File: src/rtl/decode_pkg.sv
// decode_pkg: opcodes, ALU op / immediate-select enums and control bundle shared by decode and execute
package decode_pkg;
  localparam logic [6:0] OPC_LUI    = 7'b0110111;
  localparam logic [6:0] OPC_AUIPC  = 7'b0010111;
  localparam logic [6:0] OPC_JAL    = 7'b1101111;
  localparam logic [6:0] OPC_JALR   = 7'b1100111;
  localparam logic [6:0] OPC_BRANCH = 7'b1100011;
  localparam logic [6:0] OPC_LOAD   = 7'b0000011;
  localparam logic [6:0] OPC_STORE  = 7'b0100011;
  localparam logic [6:0] OPC_OP_IMM = 7'b0010011;
  localparam logic [6:0] OPC_OP     = 7'b0110011;
  localparam logic [6:0] OPC_FENCE  = 7'b0001111;
  localparam logic [6:0] OPC_SYSTEM = 7'b1110011;
  // Base ops follow funct3 order; SUB/SRA are ADD/SRL with ctrl.alu_alt set
  typedef enum logic [3:0] {
    ALU_ADD, ALU_SLL, ALU_SLT, ALU_SLTU, ALU_XOR, ALU_SRL, ALU_OR, ALU_AND,
    ALU_MUL, ALU_MULH, ALU_MULHSU, ALU_MULHU, ALU_DIV, ALU_DIVU, ALU_REM, ALU_REMU
  } alu_op_t;
  typedef enum logic [2:0] {IMM_NONE, IMM_I, IMM_S, IMM_B, IMM_U, IMM_J} imm_sel_t;
  // alu_alt: SUB/SRA for arithmetic, inverted condition (BNE/BGE/BGEU) for branches
  // trap: ECALL/EBREAK, the illegal-class trap execute must raise
  typedef struct packed {
    logic       reg_write;
    logic       mem_read;
    logic       mem_write;
    logic [1:0] mem_size;
    logic       mem_unsigned;
    logic       branch;
    logic       jump;
    logic       jalr;
    logic       alu_src_imm;
    logic       alu_src_pc;
    logic       alu_alt;
    logic       trap;
  } ctrl_t;
endpackage

File: src/rtl/imm_gen.sv
// imm_gen: combinational RV32I immediate extraction, sign-extended from instr[31]
module imm_gen
  import decode_pkg::*;
(
  input  logic [31:0] i_instr,
  input  imm_sel_t    i_sel,
  output logic [31:0] o_imm
);
  logic [31:0] w_i, w_s, w_b, w_u, w_j;
  assign w_i = {{20{i_instr[31]}}, i_instr[31:20]};
  assign w_s = {{20{i_instr[31]}}, i_instr[31:25], i_instr[11:7]};
  assign w_b = {{19{i_instr[31]}}, i_instr[31], i_instr[7], i_instr[30:25], i_instr[11:8], 1'b0};
  assign w_u = {i_instr[31:12], 12'b0};
  assign w_j = {{11{i_instr[31]}}, i_instr[31], i_instr[19:12], i_instr[20], i_instr[30:21], 1'b0};
  // select the format; R-type and system encodings carry no immediate
  always_comb
    o_imm = i_sel == IMM_I ? w_i :
            i_sel == IMM_S ? w_s :
            i_sel == IMM_B ? w_b :
            i_sel == IMM_U ? w_u :
            i_sel == IMM_J ? w_j : 32'b0;
endmodule

File: src/rtl/decode_stage.sv
// decode_stage: RV32I decode with register read, write-back bypass and output pipeline register
// Optional STSTP_RV32M_EN enables decoding of the M-extension (MUL..REMU).
module decode_stage
  import decode_pkg::*;
#(
  parameter int XLEN = 32
) (
  input  logic                 clk,
  input  logic                 rst_n,
  input  logic                 i_if_valid,
  output logic                 o_if_ready,
  input  logic [31:0]          i_if_instr,
  input  logic [XLEN-1:0]      i_if_pc,
  output logic                 o_rf_read_en,
  output logic [1:0][4:0]      o_rf_read_addr,
  input  logic [1:0][XLEN-1:0] i_rf_read_data,
  input  logic                 i_wb_en,
  input  logic [4:0]           i_wb_addr,
  input  logic [XLEN-1:0]      i_wb_data,
  input  logic                 i_hazard_stall,
  input  logic                 i_flush,
  output logic                 o_id_valid,
  input  logic                 i_id_ready,
  output logic [XLEN-1:0]      o_id_pc,
  output logic [XLEN-1:0]      o_id_rs1_data,
  output logic [XLEN-1:0]      o_id_rs2_data,
  output logic [XLEN-1:0]      o_id_imm,
  output logic [4:0]           o_id_rs1,
  output logic [4:0]           o_id_rs2,
  output logic [4:0]           o_id_rd,
  output alu_op_t              o_id_alu_op,
  output ctrl_t                o_id_ctrl,
  output logic                 o_id_illegal
);
`ifdef STSTP_RV32M_EN
  localparam bit M_EN = 1'b1;
`else
  localparam bit M_EN = 1'b0;
`endif
  logic            r_valid, r_illegal;
  logic [XLEN-1:0] r_pc, r_rs1_data, r_rs2_data, r_imm;
  logic [4:0]      r_rs1, r_rs2, r_rd;
  alu_op_t         r_alu_op, w_alu_op;
  ctrl_t           r_ctrl, w_ctrl;
  imm_sel_t        w_imm_sel;
  logic            w_legal, w_use_rs1, w_use_rs2, w_m, w_accept;
  logic [6:0]      w_opc, w_f7;
  logic [2:0]      w_f3;
  logic [4:0]      w_rs1, w_rs2, w_rd;
  logic [XLEN-1:0] w_imm, w_rs1_data, w_rs2_data;
  assign w_opc = i_if_instr[6:0];
  assign w_f3  = i_if_instr[14:12];
  assign w_f7  = i_if_instr[31:25];
  assign w_rd  = i_if_instr[11:7];
  assign w_m   = w_f7 == 7'b0000001;
  assign o_if_ready     = !i_hazard_stall && !i_flush && (!r_valid || i_id_ready);
  assign w_accept       = i_if_valid && o_if_ready;
  assign o_rf_read_en   = i_if_valid;
  assign o_rf_read_addr = {i_if_instr[24:20], i_if_instr[19:15]};
  // unused source fields become x0 so execute forwarding sees no false dependency
  assign w_rs1 = w_use_rs1 ? i_if_instr[19:15] : 5'd0;
  assign w_rs2 = w_use_rs2 ? i_if_instr[24:20] : 5'd0;
  assign w_rs1_data = w_rs1 == 5'd0 ? '0 : (i_wb_en && i_wb_addr == w_rs1) ? i_wb_data : i_rf_read_data[0];
  assign w_rs2_data = w_rs2 == 5'd0 ? '0 : (i_wb_en && i_wb_addr == w_rs2) ? i_wb_data : i_rf_read_data[1];
  imm_gen u_imm_gen (.i_instr(i_if_instr), .i_sel(w_imm_sel), .o_imm(w_imm));
  // opcode decode into control bundle, operand usage and legality
  always_comb begin
    w_ctrl    = '0;
    w_alu_op  = ALU_ADD;
    w_imm_sel = IMM_NONE;
    w_legal   = 1'b1;
    w_use_rs1 = 1'b0;
    w_use_rs2 = 1'b0;
    case (w_opc)
      OPC_LUI: begin
        w_imm_sel = IMM_U;
        w_ctrl.reg_write = 1'b1;
        w_ctrl.alu_src_imm = 1'b1;
      end
      OPC_AUIPC: begin
        w_imm_sel = IMM_U;
        w_ctrl.reg_write = 1'b1;
        w_ctrl.alu_src_imm = 1'b1;
        w_ctrl.alu_src_pc = 1'b1;
      end
      OPC_JAL: begin
        w_imm_sel = IMM_J;
        w_ctrl.reg_write = 1'b1;
        w_ctrl.jump = 1'b1;
        w_ctrl.alu_src_imm = 1'b1;
        w_ctrl.alu_src_pc = 1'b1;
      end
      OPC_JALR: begin
        w_imm_sel = IMM_I;
        w_use_rs1 = 1'b1;
        w_ctrl.reg_write = 1'b1;
        w_ctrl.jump = 1'b1;
        w_ctrl.jalr = 1'b1;
        w_ctrl.alu_src_imm = 1'b1;
        w_legal = w_f3 == 3'b000;
      end
      OPC_BRANCH: begin
        w_imm_sel = IMM_B;
        w_use_rs1 = 1'b1;
        w_use_rs2 = 1'b1;
        w_ctrl.branch = 1'b1;
        w_ctrl.alu_alt = w_f3[0];
        w_alu_op = !w_f3[2] ? ALU_XOR : w_f3[1] ? ALU_SLTU : ALU_SLT;
        w_legal = w_f3[2:1] != 2'b01;
      end
      OPC_LOAD: begin
        w_imm_sel = IMM_I;
        w_use_rs1 = 1'b1;
        w_ctrl.reg_write = 1'b1;
        w_ctrl.mem_read = 1'b1;
        w_ctrl.mem_size = w_f3[1:0];
        w_ctrl.mem_unsigned = w_f3[2];
        w_ctrl.alu_src_imm = 1'b1;
        w_legal = w_f3 != 3'b011 && w_f3[2:1] != 2'b11;
      end
      OPC_STORE: begin
        w_imm_sel = IMM_S;
        w_use_rs1 = 1'b1;
        w_use_rs2 = 1'b1;
        w_ctrl.mem_write = 1'b1;
        w_ctrl.mem_size = w_f3[1:0];
        w_ctrl.alu_src_imm = 1'b1;
        w_legal = !w_f3[2] && w_f3[1:0] != 2'b11;
      end
      OPC_OP_IMM: begin
        w_imm_sel = IMM_I;
        w_use_rs1 = 1'b1;
        w_ctrl.reg_write = 1'b1;
        w_ctrl.alu_src_imm = 1'b1;
        w_ctrl.alu_alt = w_f3 == 3'b101 && w_f7[5];
        w_alu_op = alu_op_t'({1'b0, w_f3});
        w_legal = w_f3 == 3'b001 ? w_f7 == 7'd0 : w_f3 == 3'b101 ? (w_f7 & 7'b1011111) == 7'd0 : 1'b1;
      end
      OPC_OP: begin
        w_use_rs1 = 1'b1;
        w_use_rs2 = 1'b1;
        w_ctrl.reg_write = 1'b1;
        w_ctrl.alu_alt = w_f7[5];
        w_alu_op = alu_op_t'({w_m, w_f3});
        w_legal = w_f7 == 7'd0 || (w_f7 == 7'b0100000 && (w_f3 == 3'b000 || w_f3 == 3'b101)) || (M_EN && w_m);
      end
      OPC_FENCE: w_legal = w_f3 == 3'b000;
      OPC_SYSTEM: begin
        w_ctrl.trap = 1'b1;
        w_legal = i_if_instr == 32'h0000_0073 || i_if_instr == 32'h0010_0073;
      end
      default: w_legal = 1'b0;
    endcase
    w_ctrl.reg_write = w_ctrl.reg_write && w_rd != 5'd0;
    w_ctrl   = w_legal ? w_ctrl : '0;
    w_alu_op = w_legal ? w_alu_op : ALU_ADD;
  end
  // output pipeline register: flush kills, accept loads, a taken bundle drains, otherwise hold
  always_ff @(posedge clk or negedge rst_n)
    if (!rst_n) begin
      r_valid    <= 1'b0;
      r_pc       <= '0;
      r_rs1_data <= '0;
      r_rs2_data <= '0;
      r_imm      <= '0;
      r_rs1      <= '0;
      r_rs2      <= '0;
      r_rd       <= '0;
      r_alu_op   <= ALU_ADD;
      r_ctrl     <= '0;
      r_illegal  <= 1'b0;
    end else if (i_flush) r_valid <= 1'b0;
    else if (w_accept) begin
      r_valid    <= 1'b1;
      r_pc       <= i_if_pc;
      r_rs1_data <= w_rs1_data;
      r_rs2_data <= w_rs2_data;
      r_imm      <= w_imm;
      r_rs1      <= w_rs1;
      r_rs2      <= w_rs2;
      r_rd       <= w_rd;
      r_alu_op   <= w_alu_op;
      r_ctrl     <= w_ctrl;
      r_illegal  <= !w_legal;
    end else if (i_id_ready) r_valid <= 1'b0;
  assign o_id_valid    = r_valid;
  assign o_id_pc       = r_pc;
  assign o_id_rs1_data = r_rs1_data;
  assign o_id_rs2_data = r_rs2_data;
  assign o_id_imm      = r_imm;
  assign o_id_rs1      = r_rs1;
  assign o_id_rs2      = r_rs2;
  assign o_id_rd       = r_rd;
  assign o_id_alu_op   = r_alu_op;
  assign o_id_ctrl     = r_ctrl;
  assign o_id_illegal  = r_illegal;
endmodule

File: config.mk
export PLATFORM = sky130hd
export DESIGN_NAME = decode_stage
export DESIGN_NICKNAME = d
export VERILOG_FILES = /design/src/rtl/decode_pkg.sv /design/src/rtl/imm_gen.sv /design/src/rtl/decode_stage.sv
export SDC_FILE = /design/constraint.sdc
export NUM_CORES = 1
export LEC_CHECK = 0
export CORE_MARGIN = 2
export CORE_UTILIZATION = 30
export DETAILED_ROUTE_END_ITERATION = 7
export GPL_ROUTABILITY_DRIVEN = 0
export GPL_TIMING_DRIVEN = 0
export HOLD_SLACK_MARGIN = 0.12
export PLACE_DENSITY_LB_ADDON = 0.12
export SLEW_MARGIN = 20
export SYNTH_ARGS = -nofsm -noshare
export SYNTH_HDL_FRONTEND = slang
export SYNTH_SLANG_ARGS = --single-unit
File: constraint.sdc
create_clock -name clk -period 2.1 [get_ports clk]
set_input_delay 0.42 -clock clk [delete_from_list [all_inputs] [get_ports clk]]
set_output_delay 0.42 -clock clk [all_outputs]
set_load 0.01 [all_outputs]
==> results.md <==
Outcome:
- The flow ran to the end, and the final reports show no timing, DRC or antenna violations.

Floorplanning:
- The number of rows created at floorplan is 58.
- The die is 163.8 µm tall.
- The die extent in x is 163.8 µm.
- The initial core utilization is 30.50%.
- The die covers 0.02682 mm².
- The top-level I/O count is 346.
- The core area is 0.02511 mm².

Global route:
- The pin count of the biggest net entering global routing is 87.
- Summed over all layers, the global routing overflow is 0.
- The number of global-route vias before repair came to 7,307.
- The number of antenna violations at the first check in global routing is 2.
- The wire length of the first global-routing pass is 44.07 mm.
- The global-route usage over all layers is 21.74%.

Synthesis:
- The number of distinct library cells after synthesis is 62.
- During synthesis, Yosys emitted a total of 0 warnings.
- Among all flip-flop cells after synthesis, the most frequent one is dfrtp_1.
- The cell area that synthesis handed to floorplanning was 0.007657 mm².
- The biggest area contributor in the post-synthesis netlist is dfrtp_1.
- In the synthesized netlist the async set-or-reset flop fraction comes to 100.0%.
- Yosys attributes the largest share of cell area to dfrtp_1 (53%), nand2_1 (12%), mux2i_1 (8.9%).
- In this run the mean area of a mapped cell was 9.620 µm².
- The portion of synthesized cell area occupied by the leading cell type is 52.94%.
- The flip-flop and latch count after synthesis is 162.
- Summing the sequential cell areas from Yosys gives 52.94% of the chip area.
- The number of enable-type register cells in the synthesized netlist is 0.
- When the netlist entered floorplanning its net count stood at 968.
- In the synthesized netlist, the number of instances is 796.

Timing:
- The worst path needs 2.057 ns of the cycle, external delays included.
- The final worst-path cycle share is 97.97%.
- The transition time at the pin with the least slew margin is 0.6992 ns.
- In this run the tightest slew margin relative to its limit is 53.39%.
- For this run, the top clock speed supported by timing is 486.1 MHz.
- Setup repair after global routing could not meet its margin everywhere.
- The final hold violation count was 0.
- The number of max-slew violations in the final report is 0.
- In the post-route analysis, the smallest setup slack over all paths is 0.04267 ns.
- The final setup skew is 0.009950 ns.
- The setup TNS is 0 ns.
- The setup violation total in the final timing report is 0.

Clocking:
- The worst-case clock buffer depth is 2.
- The number of clock buffers added by TritonCTS is 17.
- TritonCTS built the clock tree.
- The clock transition time at the flip-flop clock pins of the worst setup and hold paths is 0.07 ns.
- The clock net in this run drives a total of 162 sinks.
- The number of levels the H-tree was split into is 4.
- The root buffer selected by CTS is clkbuf_16.
- The clock latency of the later-clocked register in the worst-skew pair is 0.43 ns.

Setup path:
- The startpoint identified for the worst register-to-register timing path is o_id_valid$_DFFE_PN0P_.
- The maximum net fanout on the critical path is 9.
- The capture instance of the worst register-to-register path is o_id_ctrl[7]$_DFFE_PN0P_.
- The worst register-to-register path has a depth of 8.
- For the worst setup path, the data required time is 2.44 ns.
- The worst-case register-to-register setup slack is 0.20 ns.
- The worst setup path is captured at a flip-flop.
- The launching element type of the critical path is an input port.
- The arrival time at the worst endpoint is 2.40 ns.
- The critical path in this run is classified as in2reg.

Min path:
- The worst hold path begins at i_if_instr[28].
- The worst hold path terminates at o_id_imm[8]$_DFFE_PN0P_.
- The path class of the tightest hold or removal check is in2reg.
- The number of instances on the worst hold path is 2.

Drt:
- The number of violations reported at the end of detailed-routing iteration 0 is 435.
- The residual DRC count is 0.
- After detailed routing, the average wire length per cell comes to 19.31 µm.
- The remaining number of nets flagged by the antenna check after routing is 0.
- For this run, the detailed router's first-pass iteration total came to 5.
- The number of vias in the routed layout is 7,330.
- The total detailed-routing wirelength is 29.37 mm.
- After detailed routing, the number of vias per cell comes to 4.819.

Run:
- Across the run, the number of max-cap violations was 0.

Placed design:
- The number of buffer cells added on primary ports is 340.
- Before CTS, the worst setup slack after placement is -1.223 ns.
- The placed wire-length estimate after detailed placement is 21.81 mm.

Layout:
- In the layout the commonest cells are clkdlybuf4s50_1 (308), nand2_1 (233), dfrtp_1 (162), o21ai_1 (77), mux2i_1 (59).
- The synthesis-to-layout area growth is 65.34%.
- The number of filler instances in the final layout is 2,408.
- Measured on the finished design, the core utilization comes to 50.42%.
- The most common cell after layout, fill and taps aside is clkdlybuf4s50_1.
- Cells with a size suffix above 1 make up 13.28% of the layout.
- After the last flow step, the layout net total stands at 1,349.

Power and ir drop:
- In this run the static leakage power is 5.691 nW.
- VDD sags by at most 0.0004918 V.
- In this run the power density over the cells is 645.9 mW/mm².
[cells in the mapped netlist (all sizes together) (3+ instances only)]
cell type and n:
nand2 236, o21ai 99, nand3 7, and3 4, o211ai 3, o211a 3
clkbuf 36, nor2 25, a211oi 10, nand4 5, a31oi 4, a32oi 3
mux2i 68, inv 6, a22o 13, dfrtp 162, nor3 5, nand3b 3
nand2b 5, or2 3, nor4 4, buf 26, a21oi 20, and2 7
o31ai 9
[sequential cells by signal (all words and copies together), names as in the netlist]
register and cells:
o_id_valid 1, o_id_ctrl 13, o_id_alu_op 4, o_id_rd 5, o_id_rs2 5, o_id_rs2_data 32
o_id_rs1 5, o_id_pc 32, o_id_illegal 1, o_id_rs1_data 32, o_id_imm 32
[critical path, cell delays in order]
cell and delay [ns]:
clkdlybuf4s15_2 0.25, and4bb_2 0.38, buf_6 0.13, nand4_1 0.12, nor4_4 0.26, nor4_4 0.07
or4_4 0.57, o31ai_4 0.18
[cell families after synthesis]
logic type | share of synthesized area (%)
compound gates | 14.62
flops | 52.94
simple gates | 18.15
mux | 9.036
buf+inv | 4.787
xor+xnor | 0.4576
[power by group]
group          leakage (nW)  switching (mW)  internal, mW
sequential             2.18           0.104          3.32
combinational          3.22           0.691         0.840
clock                 0.297            1.47          1.75
[timing repair]
action / CTS / global route
buffers inserted: 10 / 9
endpoints found under the hold margin: 85 / 0
hold buffers: 1 / 0
pin swaps: 9 / 10
cloned: 1 / 1
resized for setup: 80 / 71
setup endpoints to repair: 168 / 135
[per-stage QoR]
stage	hold slack [ns]	instance area, µm²	cells	power (mW)
2_1_floorplan	0.1244	7657	796	3.966
5_1_grt	0.2801	12660	1521	8.560
4_1_cts	0.3461	12400	1511	8.250
6_report	0.2883	12660	1521	8.178
3_3_place_gp	0.4524	11470	1466	4.966
3_5_place_dp	0.4620	11510	1467	4.982
[final cells by class]
class / instances / area (µm²) / share of cell area, %
Antenna cell: 1 / 2.502 / 0.01976
Timing Repair Buffer: 363 / 3664 / 28.94
Multi-Input combinational cell: 565 / 3460 / 27.32
Clock buffer: 19 / 452.9 / 3.577
Tap cell: 330 / 412.9 / 3.261
Sequential cell: 162 / 4054 / 32.02
Inverter: 7 / 27.53 / 0.2174
Buffer: 61 / 441.7 / 3.488
Clock inverter: 13 / 146.4 / 1.156
[per-layer routing]
metal / share of wire (%) / global-route usage (%) / up-vias
li1: - / - / 3498
met5: 0.044 / 0 / -
met4: 1.7 / 6.061 / 2
met3: 7.5 / 6.136 / 29
met2: 47 / 34.91 / 274
met1: 44 / 28.73 / 3527
[worst max-delay path by stage]
stage                                    end      startpoint  depth (start not counted)  slack [ns]
2_1_floorplan  o_id_rs1_data[10]$_DFFE_PN0P_   i_if_instr[6]                          8       0.006
3_3_place_gp   o_id_rs1_data[10]$_DFFE_PN0P_           rst_n                          1       -6.51
3_5_place_dp        o_id_ctrl[6]$_DFFE_PN0P_      i_id_ready                          9       -1.22
4_1_cts             o_id_ctrl[7]$_DFFE_PN0P_  i_if_instr[31]                          7      0.0003
5_1_grt        o_id_rs1_data[22]$_DFFE_PN0P_   i_if_instr[3]                          9       -0.04
6_report            o_id_ctrl[7]$_DFFE_PN0P_   i_if_instr[3]                          8        0.04
Note: power is estimated with default switching activity, not from simulation.
